`src/rtl/cpu_trace_checker_char_class.sv`:
```
// ASCII character classifier: decimal digit, hex digit and nibble value.
// CPU_TRACE_CHECKER_UPPERHEX_EN additionally accepts 'A'-'F' as hex digits.
module trace_char_class (
  input  logic [7:0] ch,
  output logic       is_dec,
  output logic       is_hex,
  output logic [3:0] nibble
);

  // Decode the character into its digit class and value.
  always_comb begin
    is_dec = 1'b0;
    is_hex = 1'b0;
    nibble = 4'h0;
    if (ch >= 8'h30 && ch <= 8'h39) begin
      is_dec = 1'b1;
      is_hex = 1'b1;
      nibble = 4'(ch - 8'h30);
    end else if (ch >= 8'h61 && ch <= 8'h66) begin
      is_hex = 1'b1;
      nibble = 4'(ch - 8'h57);
    end
`ifdef CPU_TRACE_CHECKER_UPPERHEX_EN
    else if (ch >= 8'h41 && ch <= 8'h46) begin
      is_hex = 1'b1;
      nibble = 4'(ch - 8'h37);
    end
`else
`endif
  end

endmodule

```
`config.mk`:
```
export PLATFORM = sky130hd
export DESIGN_NAME = trace_char_class
export DESIGN_NICKNAME = d
export VERILOG_FILES = /design/src/rtl/cpu_trace_checker_char_class.sv
export SDC_FILE = /design/constraint.sdc
export NUM_CORES = 1
export LEC_CHECK = 0
export BUFFER_PORTS_ARGS = -buffer_cell sky130_fd_sc_hd__clkbuf_2
export CORE_AREA = 2 2 39 41
export DETAILED_ROUTE_END_ITERATION = 16
export DIE_AREA = 0 0 41 43
export PLACE_DENSITY = 0.42
export SYNTH_ARGS = -nofsm -noshare
export SYNTH_HDL_FRONTEND = slang
export SYNTH_SLANG_ARGS = --single-unit
```
`constraint.sdc`:
```
create_clock -name vclk -period 2.6
set_clock_uncertainty 0.15 [all_clocks]
set_input_delay 0.78 -clock vclk [all_inputs]
set_output_delay 0.78 -clock vclk [all_outputs]
set_load 0.02 [all_outputs]
```
After elaboration in Yosys (flattened, before gate mapping)
Cells that the tools add are included.

Add/subtract/negate cells: 2. $lt $le $gt $ge: 4. Multiplexer cells: 5. Reductions and logical operators: 2.

Operator list (number): greater-or-equal comparator 8 x 6 -> 1 bit (second input constant) (1); greater-or-equal comparator 8 x 7 -> 1 bit (second input constant) (1); <= comparator 8 x 6 -> 1 bit (second input constant) (1); <= comparator 8 x 7 -> 1 bit (second input constant) (1); two-way mux 4 bit (2); subtractor 4 x 1 -> 4 bit (second input constant) (1); subtractor 4 x 3 -> 4 bit (second input constant) (1); two-way mux 1 bit (3); logical AND 1 bit (2).

Flip-flop bits (word level): 0. Bits of input ports: 8. Output and inout port bits: 6. Word-level logic and storage cells: 13.

Depth between registers and ports, before layout
Depth in word-level cells: 4. Depth in mapped cells: 6. Gate-level depth less buffers: 6.

Worst setup path after synthesis
No wires, ideal clock.

Kind: input to output. Start point: in ch[1]. End point: out nibble[3]. Arrival: 1.964 ns. Required time: 1.670 ns. Slack: -0.294 ns. Cell stages on the path: 6. Buffers on the path: 0. Path through: inv_1 > ha_1 > o21bai_1 > a21oi_2 > nand2b_1 > and2_1.

Longest elaborated chain between the ends: 4. Elaborated cells between the ends (all ways): 10. Classes of those cells: add/sub (2); order compare (4); mux (2); reduce/logical (2).

RTL lines: start: declaration (RTL line 4) `input logic [7:0] ch,`; greater-or-equal comparator 8 x 7 -> 1 bit / <= comparator 8 x 7 -> 1 bit (equally long branches) (RTL line 19) `end else if (ch >= 8'h61 && ch <= 8'h66) begin`; logical AND 1 bit (RTL line 19); two-way mux 4 bit (RTL line 19); two-way mux 4 bit (*) (RTL line 15) `if (ch >= 8'h30 && ch <= 8'h39) begin`; end: declaration (RTL line 7) `output logic [3:0] nibble`.

Every way passes the cells marked *; elsewhere a longest branch is shown, timed or not.

Final worst setup path
Start point: in ch[1]. End point: out nibble[2].

Same word-level chain as after synthesis.

==> results.txt <==
Crit-path cells: clkbuf_16 > inv_16 > ha_4 > or3b_4 > nand4_4 > o21bai_1 > a21o_1 > clkbuf_8
Final hold viol count: 0
Fmax: 0.3462 GHz
RSZ-0062 raised after global routing: true
Initial antenna violation count: 0
Adder-cell area share of the yosys netlist: 0.2649
Power Dens Cells: 112.1 nW/µm²
Die Width: 41 µm
Crit path kind: input port to output port
Hold Path Stages: 3
Worst rel slew slack: 0.8443
Compound-Gate Fraction of Synth Area: 0.2583
Mapped Area: 188.9 µm²
Total GRT Usage: 0.05295
Placement Setup Slack: -420.0 ps
DRC Markers: 0
First-pass GRT wire length: 710 µm
Hold buffers post-CTS: 0
Routed WL: 488 µm
Seq cells: 0
Die height: 43 µm
Area of the die: 1763 µm²
Library cells used by synthesis: 15
Combinational power share: 1.000
Syn. warnings: 0
Tightest Hold Check Type: input port to output port
Main combinational cell family by area after synthesis: simple AND/OR/NAND/NOR gates
Leakage power: 0.2245 nW
Core ar.: 1384 µm²
CP bufs+invs: 3
Setup TNS: -1043 ps
Most frequent cells in the layout: 9 x buf_4, 8 x clkbuf_2, 3 x buf_8
Maximum vdd drop: 0.03694 mV
Tcrit/Tclk final: 1.111
Number of global-route vias before repair: 202
Area Growth Syn to Fin: 149.0%
Status: complete, but fails checks
Detailed Route Iter0 Violations: 2
Worst-margin pin slew: 233.5 ps
Largest net degree at the start of global routing: 6
Initial Utilization: 0.1365
Grt met2 use: 0.09688
Data arrival, critical path: 1960 ps
Post-Synth XOR/XNOR Area: 0
Slew Limit Fails: 0
CP Depth: 8
Crit Path Max Fanout: 4
Slowest cell delay on critical path: 380 ps
Commonest non-fill, non-tap cell in the layout: buf_4
Failing checks: setup timing
Placer Congestion: 0.6737
Final cell count without fillers: 64
Worst path required time: 1670 ps
Clock power frac: 0
Final global-route overflow total: 0
Syn_nets: 37
CLK BUF: 0
Final min period: 2888 ps
Max-cap viol count: 0
Grt met1 use: 0.06962
Endpoints failing setup: 5
Sequential area share after synthesis: 0
I/O pin cnt: 14
Filler cell count: 140
Share of cells above drive strength 1: 0.6667
Final antenna-violating net count: 0
Via count: 253
DR pass1 iterations: 2
Layout net count: 62
Psw: 22.43 µW
Placed cell count: 62
Post-Synthesis Cells: 25
Via density: 3.953
Antenna diodes: 0
Hold slack: 1787 ps
Mux share of post-synthesis cell area: 0
Avg WL per Cell: 7.625 µm
Worst path slowest cell: or3b_4
Worst path top cell family by delay: simple AND/OR/NAND/NOR gates
Startpoint Class: input port
Synth Area in Simple Gates: 0.4172
Setup ws final: -288.2 ps
Register area: 0 µm²
Gr busiest metal: met2
Internal: 30.29 µW
Seq pwr share: 0
Mean post-synth cell area: 7.557 µm²
Site row count: 14
HPWL after DPL: 437.7 µm
CP Capture Type: output port
Met3 Use GR: 0
Port bufs: 14
Sw frac: 0.4254
-- kinds of logic after synthesis --
kind of cell / after synthesis
compound gates: 7
buf+inv: 3
fa+ha+maj: 4
simple gates: 11
-- cell type report --
class | instances | area, µm² | area share
tap | 16 | 20.02 | 0.04255
timing repair buffer | 23 | 196.4 | 0.4176
multi-input combinational | 22 | 224.0 | 0.4761
inverter | 3 | 30.03 | 0.06383
-- Yosys cell counts --
library cell	count	area, µm²
a21o_1	2	15.01
nor3b_1	2	15.01
inv_1	3	11.26
o21bai_1	2	15.01
nand2b_1	1	6.260
and2_1	1	6.260
nand4bb_1	1	11.26
o21ai_0	2	10.01
ha_1	4	50.05
nand3_1	1	5.000
nor2b_1	1	6.260
nand2_1	2	7.510
a21oi_2	1	8.760
nand4_2	1	12.51
or3b_1	1	8.760
-- path summary, 6_finish.rpt --
check	slack [ps]	endpoint	start
max	-290	nibble[2]	ch[1]
min	1790	nibble[2]	ch[2]
-- through the flow --
stage | utilization | instance area (µm²) | power [mW]
floorplan | - | 251.5 | 0.02026
global placement | 0.2848 | 394.1 | 0.04305
detailed placement | 0.2848 | 394.1 | 0.04269
CTS | 0.3264 | 451.7 | 0.05005
global route | 0.3400 | 470.5 | 0.05702
finish | 0.3400 | 470.5 | 0.05273
-- power by group through the flow --
| stage | combinational, mW | sequential (mW) | clock [mW] |
|---|---|---|---|
| 2_1_floorplan | 0.0203 | 0 | 0 |
| 3_3_place_gp | 0.0430 | 0 | 0 |
| 3_5_place_dp | 0.0427 | 0 | 0 |
| 4_1_cts | 0.0501 | 0 | 0 |
| 5_1_grt | 0.0570 | 0 | 0 |
| 6_report | 0.0527 | 0 | 0 |
-- tightest hold or removal path, delay by kind of cell --
kind	cells	cell delay (ps)
buffers and inverters	2	250
AO/OA/AOI/OAI	1	120
-- timing repair --
action	4_1_cts	5_1_grt
setup buffers	0	2
endpoints found under the setup margin	6	5
gates resized for setup	12	4
pin swaps	3	3
-- metal layers --
layer	vias up	wire length [µm]
met4	0	0
met2	10	215
met5	-	0
met1	108	231
met3	0	42
li1	135	-
(Power assumes the default switching activity.)
